===== src/rtl/md5_search_controller.sv =====
// Command sequencer for the MD5 brute-force datapath: decodes host command words,
// holds the target digest and character range, sequences flush/run of the
// generator+core pipeline, counts checked candidates and latches the first match.
module md5_search_controller #(
  parameter int unsigned PIPE_DEPTH = 64
) (
  input  logic         clk,
  input  logic         reset,
  input  logic         cmd_valid,
  input  logic [31:0]  cmd_data,
  output logic         cmd_ready,
  output logic         rsp_valid,
  output logic [31:0]  rsp_data,
  input  logic         rsp_ready,
  output logic         gen_reset,
  output logic [7:0]   range_min,
  output logic [7:0]   range_max,
  input  logic [127:0] digest,
  output logic         capture,
  output logic         matched,
  output logic         busy
);

  localparam logic [31:0] CmdStop   = 32'h5230_0000;
  localparam logic [31:0] CmdStart  = 32'h5230_0001;
  localparam logic [31:0] CmdSetA   = 32'h5230_1000;
  localparam logic [31:0] CmdSetB   = 32'h5230_1001;
  localparam logic [31:0] CmdSetC   = 32'h5230_1002;
  localparam logic [31:0] CmdSetD   = 32'h5230_1003;
  localparam logic [31:0] CmdSetRng = 32'h5230_2000;
  localparam logic [31:0] CmdGetLo  = 32'h5230_3000;
  localparam logic [31:0] CmdGetHi  = 32'h5230_3001;
  localparam logic [31:0] CmdStatus = 32'h5230_3002;

  localparam int unsigned FlushW = (PIPE_DEPTH > 1) ? $clog2(PIPE_DEPTH) : 1;

  typedef enum logic [1:0] {StIdle = 2'd0, StFlush = 2'd1, StRun = 2'd2, StDone = 2'd3} state_e;
  typedef enum logic [2:0] {OpNone, OpA, OpB, OpC, OpD, OpRange} op_e;

  state_e              state_q;
  op_e                 op_q;
  logic [31:0]         a_q, b_q, c_q, d_q;
  logic [7:0]          range_min_q, range_max_q;
  logic [63:0]         count_q;
  logic [31:0]         shadow_q;
  logic [FlushW-1:0]   flush_q;
  logic                matched_q, capture_q, err_cfg_q, err_range_q;
  logic                rsp_valid_q;
  logic [31:0]         rsp_data_q;
  logic                cmd_accept;

  assign cmd_ready  = !rsp_valid_q;
  assign cmd_accept = cmd_valid && !rsp_valid_q;
  assign busy       = (state_q == StFlush) || (state_q == StRun);
  assign gen_reset  = (state_q == StIdle) || (state_q == StDone);
  assign rsp_valid  = rsp_valid_q;
  assign rsp_data   = rsp_data_q;
  assign range_min  = range_min_q;
  assign range_max  = range_max_q;
  assign capture    = capture_q;
  assign matched    = matched_q;

  // Sequencer: pipeline progress first, then the accepted command overrides the state.
  always_ff @(posedge clk or negedge reset) begin
    if (!reset) begin
      state_q     <= StIdle;
      op_q        <= OpNone;
      a_q         <= 32'hFFFF_FFFF;
      b_q         <= 32'h0;
      c_q         <= 32'h0;
      d_q         <= 32'h0;
      range_min_q <= 8'h61;
      range_max_q <= 8'h7A;
      count_q     <= 64'h0;
      shadow_q    <= 32'h0;
      flush_q     <= '0;
      matched_q   <= 1'b0;
      capture_q   <= 1'b0;
      err_cfg_q   <= 1'b0;
      err_range_q <= 1'b0;
      rsp_valid_q <= 1'b0;
      rsp_data_q  <= 32'h0;
    end else begin
      capture_q <= 1'b0;
      if (rsp_valid_q && rsp_ready) rsp_valid_q <= 1'b0;

      case (state_q)
        StFlush: begin
          // Digests still in flight belong to no candidate; skip comparing them.
          if (flush_q == FlushW'(PIPE_DEPTH - 1)) state_q <= StRun;
          else flush_q <= flush_q + FlushW'(1);
        end
        StRun: begin
          count_q <= count_q + 64'd1;
          if (digest == {a_q, b_q, c_q, d_q}) begin
            matched_q <= 1'b1;
            capture_q <= 1'b1;
            state_q   <= StDone;
          end
        end
        default: ;
      endcase

      if (cmd_accept) begin
        if (op_q != OpNone) begin
          // Word following a SET_* is always its operand, whatever its value.
          op_q <= OpNone;
          if (busy) begin
            err_cfg_q <= 1'b1;
          end else begin
            case (op_q)
              OpA:     a_q <= cmd_data;
              OpB:     b_q <= cmd_data;
              OpC:     c_q <= cmd_data;
              OpD:     d_q <= cmd_data;
              OpRange: begin
                range_min_q <= cmd_data[7:0];
                range_max_q <= cmd_data[15:8];
              end
              default: ;
            endcase
          end
        end else begin
          case (cmd_data)
            CmdStop:   state_q <= StIdle;
            CmdStart: begin
              if (!busy) begin
                if (range_min_q <= range_max_q) begin
                  count_q     <= 64'h0;
                  matched_q   <= 1'b0;
                  err_cfg_q   <= 1'b0;
                  err_range_q <= 1'b0;
                  flush_q     <= '0;
                  state_q     <= StFlush;
                end else begin
                  err_range_q <= 1'b1;
                end
              end
            end
            CmdSetA:   op_q <= OpA;
            CmdSetB:   op_q <= OpB;
            CmdSetC:   op_q <= OpC;
            CmdSetD:   op_q <= OpD;
            CmdSetRng: op_q <= OpRange;
            CmdGetLo: begin
              rsp_valid_q <= 1'b1;
              rsp_data_q  <= count_q[31:0];
              shadow_q    <= count_q[63:32];
            end
            CmdGetHi: begin
              rsp_valid_q <= 1'b1;
              rsp_data_q  <= shadow_q;
            end
            CmdStatus: begin
              rsp_valid_q <= 1'b1;
              rsp_data_q  <= {27'd0, err_range_q, err_cfg_q, matched_q, state_q};
            end
            default: ;
          endcase
        end
      end
    end
  end

endmodule


===== config.mk =====
export PLATFORM = sky130hd
export DESIGN_NAME = md5_search_controller
export DESIGN_NICKNAME = d
export VERILOG_FILES = /design/src/rtl/md5_search_controller.sv
export SDC_FILE = /design/constraint.sdc
export NUM_CORES = 1
export LEC_CHECK = 0
export CAP_MARGIN = 20
export CORE_AREA = 4 4 194 196
export DETAILED_ROUTE_END_ITERATION = 7
export DIE_AREA = 0 0 198 200
export GPL_TIMING_DRIVEN = 0
export PLACE_DENSITY = 0.6
export SLEW_MARGIN = 20
export SYNTH_ARGS = -nofsm -noshare
export SYNTH_HDL_FRONTEND = slang
export SYNTH_SLANG_ARGS = --single-unit

===== constraint.sdc =====
create_clock -name clk -period 6.3 [get_ports clk]
set_input_delay 1.26 -clock clk [delete_from_list [all_inputs] [get_ports clk]]
set_output_delay 1.26 -clock clk [all_outputs]
set_load 0.01 [all_outputs]

==> results.sh, run 1 <==
export IMPL_die_area_um2=39600
export IMPL_clockRootBuffer="clkbuf_16"
export IMPL_pre_cts_ws_ns=1.57
export IMPL_yosys_top_cells_count="248 x dfrtp_1, 161 x mux2_2, 119 x xnor2_1, 116 x nand2_1, 107 x nor2_1"
export IMPL_cts_buffer_depth=3
export IMPL_grt_met3_usage_pct=4.04
export IMPL_maxCapViolCount=0
export IMPL_crit_type="input port to register"
export IMPL_die_x_um=198
export IMPL_grt_pass1_wl_um=66600
export IMPL_syn_num_nets=1488
export IMPL_switching_share_pct=22.5
export IMPL_drtAntennaViolNets=0
export IMPL_clk_pin_slew_ns=0.06
export IMPL_use_met2_pct=36.0
export IMPL_arrival_ns=4.78
export IMPL_ys_seq_elements=288
export IMPL_pwr_share_seq_pct=47.5
export IMPL_synth_top_area_share_pct=43.7
export IMPL_yosysSeqAreaShare_pct=51.1
export IMPL_p_clk_share_pct=46.0
export IMPL_grt_max_degree=84
export IMPL_synth_ff_type="dfrtp_1"
export IMPL_initial_core_util_pct=39.4
export IMPL_design_area_um2=18100
export IMPL_routedWlPerCell_um=21.6
export IMPL_regArea_um2=7260
export IMPL_place_area_um2=17100
export IMPL_final_cell_count_no_fill=2060
export IMPL_ir_worst_vdd_mv=0.179
export IMPL_htreeDepth=1
export IMPL_grtUsageMet1_pct=30.0
export IMPL_syn_mean_instance_area_um2=10.8
export IMPL_place_inst=2000
export IMPL_slew_violations=0
export IMPL_insertion_delay_ns=0.57
export IMPL_status="completed"
export IMPL_fmax_mhz=231
export IMPL_drc_errors=0
export IMPL_rows=70
export IMPL_p_sw_w=0.000877
export IMPL_yosys_top_cells_area="dfrtp_1 44%, mux2_2 13%, dfstp_2 7.4%, xnor2_1 7.3%, nand2_1 3.1%"
export IMPL_timing_final_ws_setup_ns=1.96
export IMPL_hold_class="register to register"
export IMPL_cts_resized_gates=0
export IMPL_vias_per_cell=5.29
export IMPL_p_int_w=0.00302
export IMPL_critPathCaptureType="register"
export IMPL_cellPowerDensity_nw_per_um2=216
export IMPL_tightest_slew_ns=1.05
export IMPL_syn_inst=1312
export IMPL_synth_area_um2=14200
export IMPL_fillers=3313
export IMPL_setup_viol=0
export IMPL_cts_tree="built"
export IMPL_area_growth_pct=27.1
export IMPL_ys_warn_count=0
export IMPL_dp_hpwl_um=33200
export IMPL_clock_sinks=288
export IMPL_cts_hold_buf=0
export IMPL_cts_setup_buffers=0
export IMPL_cts_made_buffers=31
export IMPL_dr_pass1_iters=6
export IMPL_max_slew_margin_pct=29.5
export IMPL_busiest_layer="met2"
export IMPL_crit_fanout=10
export IMPL_fin_crit_sh_pct=68.8
export IMPL_synth_edf_count=0
export IMPL_fin_tns_setup_ns=0
export IMPL_ys_async_sr_fraction_pct=100
export IMPL_synth_top_cell_by_area="dfrtp_1"
export IMPL_fp_dieH_um=200
export IMPL_num_nets_final=1742
export IMPL_cp_start_kind="input port"
export IMPL_yosysMostFrequentCell="dfrtp_1"
export IMPL_track_usage_pct=22.0
export IMPL_period_needed_ns=4.34
export IMPL_wirelength_um=44400
export IMPL_multi_input_area_um2=6460
export IMPL_rsz0062_at_grt="no"
export IMPL_io_pins=218
export IMPL_layout_drive_gt1_share_pct=17.6
export IMPL_antenna_found_initial=3
export IMPL_ys_types=61
export IMPL_power_leakage_nw=7.91
export IMPL_clock_skew_ns=0.0165
export IMPL_grt_pass1_vias=11100
export IMPL_drt_iter0_markers=561
export IMPL_port_buffers=217
export IMPL_required_ns=6.74
export IMPL_placeableCoreArea_um2=36100
export IMPL_grt_overflow=0
export IMPL_comb_power_share_pct=6.5
export IMPL_vias=10900
export IMPL_gp_congestion=0.905
export IMPL_whs_ns=0.489
export IMPL_finalHoldViolCount=0
[critical path: stages]
cell,delay (ns)
clkdlybuf4s50_1,0.58
nor4b_1,0.87
nand4bb_1,0.28
or4_1,0.56
buf_2,0.19
nor3_4,0.64
buf_6,0.28
o32ai_2,0.10
[power groups by stage]
stage	clock network (W)	logic [W]	registers (W)
2_1_floorplan	0	0.0000525	0.00188
3_3_place_gp	0	0.000247	0.00189
3_5_place_dp	0	0.000253	0.00188
4_1_cts	0.00183	0.000255	0.00185
5_1_grt	0.00191	0.000272	0.00185
6_report	0.00179	0.000253	0.00185
[layout make-up]
class	count	share of cell area, %
buffer	54	1.59
multi-input combinational	915	35.8
timing repair buffer	221	12.5
tap	468	3.24
antenna	2	0.0277
clock buffer	52	5.39
inverter	55	1.14
sequential	288	40.2
clock inverter	5	0.152
[per-layer routing]
layer | share of wire [%] | up-vias | routed length [um]
met5 | 0.025 | - | 11
met4 | 3.1 | 2 | 1400
met3 | 6.3 | 76 | 2790
met2 | 46 | 336 | 20500
met1 | 44 | 5388 | 19700
li1 | - | 5088 | -
[state kept, by name, summed over array words and instances (netlist names)]
register     count
matched          1
flush_q          6
a_q             32
rsp_valid        1
err_cfg_q        1
b_q             32
op_q             3
d_q             32
shadow_q        32
rsp_data        32
range_min        8
c_q             32
range_max        8
state_q          2
capture          1
err_range_q      1
count_q         64
[through the flow]
step,total power [W],utilization [%]
finish,0.00390,50.1
global route,0.00403,50.1
CTS,0.00394,50.1
detailed placement,0.00214,47.3
global placement,0.00213,47.0
floorplan,0.00194,-
[cell families (layout without fill, tap and decap cells)]
kind of cell               after synthesis  after routing  synth area share, %
AOI/OAI and AO/OA                      129            129                 6.29
xor gates and xnor gates               143            143                 8.81
adders and majority gates               12             12                 1.06
buffers and inverters                  109            387                 3.48
DFF                                    288            288                 51.1
muxes                                  162            162                 12.8
other                                    0              2                    0
and+or+nand+nor                        469            469                 16.5
[layout by cell type, fill, tap and decap left out, types with 7 or more instances in the layout]
master / netlist / routed
dfrtp_1: 248 / 248
xnor2_1: 119 / 119
xor2_1: 24 / 24
ha_1: 12 / 12
inv_1: 54 / 54
nand3_1: 70 / 70
nand4_1: 37 / 37
nor2b_1: 24 / 24
o21a_1: 27 / 27
a21oi_1: 17 / 17
clkdlybuf4s50_1: 0 / 216
clkbuf_1: 30 / 39
a22o_1: 7 / 7
o21ai_0: 31 / 31
o22ai_1: 15 / 15
clkbuf_16: 0 / 31
clkbuf_8: 0 / 12
nand2b_1: 17 / 17
buf_1: 9 / 9
nand2_1: 116 / 116
mux2_2: 161 / 161
dfstp_2: 40 / 40
buf_6: 9 / 9
nor2_1: 107 / 107
nor3_1: 20 / 20
and3_1: 11 / 11
nor4_1: 29 / 29
[path summary, 6_finish.rpt]
path,start,end,slack (ns),depth (start not counted)
min in group asynchronous,reset,b_q[22],0.63,1
worst min register to register,shadow_q[22],shadow_q[22],0.49,2
max in group asynchronous,reset,a_q[12],4.51,3
worst min-delay path,shadow_q[22],shadow_q[22],0.49,2
worst max-delay path,cmd_data[24],err_cfg_q,1.96,8
worst max register to register,state_q[0],count_q[31],2.73,9
(Power assumes the default switching activity.)
==> run 2, diff against run 1 <==
PLACE_DENSITY = 0.62   (was 0.6)
clock period = 3.86 ns   (was 6.3 ns; I/O delays follow)
==> results.sh, run 2 (synthesis results as in run 1) <==
export IMPL_slowest_stage="nor4b_1"
export IMPL_critPathMaxStageDelay_ns=0.67
export IMPL_cts_tree="built"
export IMPL_tightest_slew_ns=1.06
export IMPL_clockRootBuffer="clkbuf_16"
export IMPL_cp_num_buf_inv=3
export IMPL_port_buffers=217
export IMPL_setup_viol=0
export IMPL_cp_start_kind="input port"
export IMPL_power_leakage_nw=7.96
export IMPL_clock_sinks=288
export IMPL_grt_max_degree=99
export IMPL_placeableCoreArea_um2=36100
export IMPL_drt_iter0_markers=668
export IMPL_finalHoldViolCount=0
export IMPL_top_register="count_q"
export IMPL_rsz0062_at_grt="no"
export IMPL_crit_fanout=10
export IMPL_period_needed_ns=3.65
export IMPL_final_cell_mix="248 x dfrtp_1, 216 x clkdlybuf4s50_1, 161 x mux2_2"
export IMPL_max_slew_margin_pct=28.9
export IMPL_cts_made_buffers=31
export IMPL_dr_pass1_iters=7
export IMPL_critPathCaptureType="register"
export IMPL_ir_worst_vdd_mv=0.305
export IMPL_io_pins=218
export IMPL_vias_per_cell=5.33
export IMPL_p_clk_share_pct=48.7
export IMPL_insertion_delay_ns=0.56
export IMPL_hold_class="input port to async pin"
export IMPL_cts_buffer_depth=3
export IMPL_maxCapViolCount=0
export IMPL_antenna_found_initial=3
export IMPL_grt_pass1_wl_um=65900
export IMPL_vias=11000
export IMPL_fin_crit_sh_pct=94.5
export IMPL_status="completed"
export IMPL_p_sw_w=0.00147
export IMPL_pwr_share_seq_pct=45.1
export IMPL_dp_hpwl_um=33000
export IMPL_clk_pin_slew_ns=0.06
export IMPL_comb_power_share_pct=6.2
export IMPL_fmax_mhz=274
export IMPL_crit_type="input port to register"
export IMPL_grt_pass1_vias=11100
export IMPL_required_ns=4.29
export IMPL_switching_share_pct=21.9
export IMPL_clock_skew_ns=0.0157
export IMPL_wirelength_um=44100
export IMPL_largest_reg_flops=64
export IMPL_cts_hold_buf=0
export IMPL_arrival_ns=4.08
export IMPL_gp_congestion=0.922
export IMPL_layout_drive_gt1_share_pct=18.0
export IMPL_cellPowerDensity_nw_per_um2=368
export IMPL_rows=70
export IMPL_fp_dieH_um=200
export IMPL_crit_family="simple AND/OR/NAND/NOR gates"
export IMPL_grt_overflow=0
export IMPL_fin_tns_setup_ns=0
export IMPL_cts_setup_buffers=0
export IMPL_crit_chain="clkdlybuf4s50_1 -> nor4b_1 -> nand2_1 -> or4_1 -> buf_2 -> nor3_4 -> buf_6 -> o32ai_2"
export IMPL_drtAntennaViolNets=0
export IMPL_drc_errors=0
export IMPL_die_area_um2=39600
export IMPL_track_usage_pct=21.7
export IMPL_initial_core_util_pct=39.4
export IMPL_die_x_um=198
export IMPL_routedWlPerCell_um=21.4
export IMPL_post_route_util_pct=50.5
export IMPL_cts_resized_gates=0
export IMPL_final_common_cell="dfrtp_1"
export IMPL_htreeDepth=1
export IMPL_area_growth_pct=28.1
export IMPL_p_int_w=0.00523
export IMPL_num_nets_final=1741
export IMPL_slew_violations=0
## run 2: cell types whose count changed in the layout (fill, tap and decap cells not counted), sizes merged
| cell | before | now |
|---|---|---|
| buf | 29 | 28 |
| bufinv | 0 | 6 |
| clkbuf | 82 | 70 |
| clkinvlp | 1 | 5 |
| inv | 54 | 55 |
## run 2: path summary, 6_finish.rpt
path	end	cells past startpoint	slack (ns)	from
min in group clk	rsp_data[8]	1	0.49	rsp_data[8]
max in group asynchronous	shadow_q[1]	3	2.67	reset
setup reg to reg	count_q[37]	9	0.30	state_q[0]
setup / recovery	err_cfg_q	8	0.21	cmd_data[28]
hold / removal	b_q[27]	1	0.07	reset
hold reg to reg	rsp_data[8]	1	0.49	rsp_data[8]
## run 2: through the flow
step                instances  worst slack [ns]  power [W]  hold slack (ns)  area [um^2]
finish                   2058             0.211    0.00670           0.0729        18200
global placement         1997            -10.75    0.00348            0.471        17000
CTS                      2056             0.136    0.00677           0.0596        18200
global route             2058            0.0976    0.00691           0.0719        18200
detailed placement       2000            -0.435    0.00349            0.477        17100
floorplan                1312             0.894    0.00316            0.450        14200
## run 2: worst register-to-register path: cells and delay by family, from the launching register on
| family | cells | cell delay [ns] |
|---|---|---|
| simple gates | 5 | 2.16 |
| flops | 1 | 0.40 |
| xor+xnor | 1 | 0.17 |
| fa+ha+maj | 1 | 0.14 |
| buf+inv | 2 | 0.61 |
## run 2: metal layers
layer / vias to the layer above / GRT usage, % / wire length (um)
met5: - / 0 / 20
met4: 2 / 6.12 / 1260
met3: 73 / 4.15 / 3160
met2: 364 / 35.7 / 20300
met1: 5453 / 29.5 / 19400
li1: 5078 / - / -
## run 2: layout make-up
| cell class | count | area, um^2 |
|---|---|---|
| antenna | 2 | 5.00 |
| buffer | 54 | 288 |
| clock buffer | 40 | 880 |
| clock inverter | 16 | 254 |
| fill | 3270 | 17900 |
| inverter | 55 | 206 |
| multi-input combinational | 915 | 6480 |
| sequential | 288 | 7260 |
| tap | 468 | 586 |
| timing repair buffer | 220 | 2260 |
## run 2: power by group through the flow
stage,Combinational (W),Sequential [W],Clock (W)
after global routing,0.000445,0.00302,0.00345
final,0.000415,0.00302,0.00326
after global placement,0.000403,0.00308,0
after floorplan,0.0000856,0.00308,0
after detailed placement,0.000414,0.00307,0
after CTS,0.000417,0.00302,0.00334
==> run 3, diff against run 2 <==
--- a/config.mk
+++ b/config.mk
@@ -12,5 +12,4 @@
 export GPL_TIMING_DRIVEN = 0
 export PLACE_DENSITY = 0.62
-export SLEW_MARGIN = 20
 export SYNTH_ARGS = -nofsm -noshare
 export SYNTH_HDL_FRONTEND = slang
==> constraint.sdc (replaced) <==
create_clock -name clk -period 3.86 [get_ports clk]
set_input_delay 0.772 -clock clk [delete_from_list [all_inputs] [get_ports clk]]
set_output_delay 0.772 -clock clk [all_outputs]
set_load 0.02 [all_outputs]
==> results.sh, run 3 (synthesis results as in run 1) <==
export IMPL_vias=11000
export IMPL_port_buffers=217
export IMPL_clock_sinks=288
export IMPL_htreeDepth=2
export IMPL_hold_class="input port to async pin"
export IMPL_cts_made_buffers=34
export IMPL_slew_violations=0
export IMPL_gp_congestion=0.922
export IMPL_initial_core_util_pct=39.4
export IMPL_cts_buffer_depth=3
export IMPL_ir_worst_vdd_mv=0.279
export IMPL_die_area_um2=39600
export IMPL_grt_overflow=0
export IMPL_drt_iter0_markers=717
export IMPL_grt_max_degree=109
export IMPL_post_route_util_pct=50.5
export IMPL_dr_pass1_iters=7
export IMPL_largest_reg_flops=64
export IMPL_clockRootBuffer="clkbuf_16"
export IMPL_slowest_stage="clkdlybuf4s50_1"
export IMPL_crit_family="simple AND/OR/NAND/NOR gates"
export IMPL_cp_start_kind="input port"
export IMPL_maxCapViolCount=0
export IMPL_track_usage_pct=22.0
export IMPL_clock_skew_ns=0.0338
export IMPL_rows=70
export IMPL_crit_chain="clkdlybuf4s50_1 -> nor4b_1 -> nand2_1 -> or4_1 -> buf_2 -> nor3_4 -> buf_6 -> o32ai_2"
export IMPL_comb_power_share_pct=6.1
export IMPL_placeableCoreArea_um2=36100
export IMPL_drc_errors=0
export IMPL_die_x_um=198
export IMPL_clk_pin_slew_ns=0.06
export IMPL_cts_tree="built"
export IMPL_critPathMaxStageDelay_ns=0.67
export IMPL_switching_share_pct=22.2
export IMPL_place_area_um2=17000
export IMPL_fmax_mhz=272
export IMPL_fp_dieH_um=200
export IMPL_design_area_um2=18200
export IMPL_setup_viol=0
export IMPL_p_sw_w=0.00151
export IMPL_fillers=3294
export IMPL_period_needed_ns=3.68
export IMPL_arrival_ns=4.05
export IMPL_cellPowerDensity_nw_per_um2=372
export IMPL_p_clk_share_pct=49.5
export IMPL_rsz0062_at_grt="no"
export IMPL_antenna_found_initial=3
export IMPL_cp_num_buf_inv=3
export IMPL_vias_per_cell=5.31
export IMPL_power_leakage_nw=8.00
export IMPL_routedWlPerCell_um=21.5
export IMPL_top_register="count_q"
export IMPL_io_pins=218
export IMPL_status="completed"
export IMPL_final_common_cell="dfrtp_1"
export IMPL_area_growth_pct=28.3
export IMPL_wirelength_um=44200
export IMPL_dp_hpwl_um=33000
export IMPL_insertion_delay_ns=0.52
export IMPL_fin_crit_sh_pct=95.2
export IMPL_pwr_share_seq_pct=44.5
export IMPL_required_ns=4.23
export IMPL_grt_pass1_wl_um=66600
export IMPL_layout_drive_gt1_share_pct=18.3
export IMPL_finalHoldViolCount=0
export IMPL_tightest_slew_ns=1.16
export IMPL_final_cell_mix="248 x dfrtp_1, 216 x clkdlybuf4s50_1, 161 x mux2_2"
export IMPL_crit_fanout=10
export IMPL_grt_pass1_vias=11300
export IMPL_max_slew_margin_pct=22.0
export IMPL_cts_setup_buffers=0
export IMPL_crit_type="input port to register"
export IMPL_critPathCaptureType="register"
export IMPL_drtAntennaViolNets=0
export IMPL_num_nets_final=1743
export IMPL_p_int_w=0.00528
## run 3: metrics by stage
step	std cells	power (W)	hold WS (ns)	setup TNS [ns]	setup WS, ns
3_3_place_gp	1997	0.00348	0.471	-2960.93	-10.75
2_1_floorplan	1312	0.00316	0.450	0	0.890
5_1_grt	2061	0.00702	0.329	0	0.0901
3_5_place_dp	1999	0.00349	0.475	-43.03	-0.475
6_report	2061	0.00679	0.251	0	0.185
4_1_cts	2060	0.00687	0.306	0	0.0294
## run 3: timing repair
item | CTS | global route
hold buffers | 0 | 0
gates resized for setup | 0 | 2
endpoints found under the setup margin | 0 | 23
## run 3: cell type report
type	count	area (um^2)	share of cell area (%)
flip-flops and latches	288	7260	39.8
plain buffers	54	288	1.58
inverters	55	206	1.13
multi-input cells	915	6480	35.5
diodes	1	2.50	0.0137
clock inverters	15	165	0.906
repair buffers	219	2230	12.2
well taps	468	586	3.21
clock buffers	46	1020	5.58
## run 3: path summary, 6_finish.rpt
check	start	end	slack [ns]	cells past startpoint
setup / recovery	cmd_data[28]	err_cfg_q	0.18	8
hold / removal	reset	c_q[8]	0.25	1
setup reg to reg	state_q[0]	count_q[41]	0.34	9
hold reg to reg	shadow_q[14]	shadow_q[14]	0.48	2
max in group asynchronous	reset	rsp_data[10]	2.58	2
min in group clk	shadow_q[14]	shadow_q[14]	0.48	2
## run 3: power by group through the flow
| stage | combinational [W] | sequential, W | clock [W] |
|---|---|---|---|
| final | 0.000411 | 0.00302 | 0.00336 |
| after global routing | 0.000442 | 0.00302 | 0.00356 |
| after CTS | 0.000414 | 0.00302 | 0.00343 |
| after detailed placement | 0.000411 | 0.00307 | 0 |
| after global placement | 0.000403 | 0.00308 | 0 |
| after floorplan | 0.0000856 | 0.00308 | 0 |
## run 3: layer usage
layer	share of wire (%)	up-vias	global-route usage, %
met5	0.057	-	0
met3	7.2	101	4.35
met1	43	5377	29.8
li1	-	5095	-
met2	45	373	35.5
met4	3.9	4	7.75
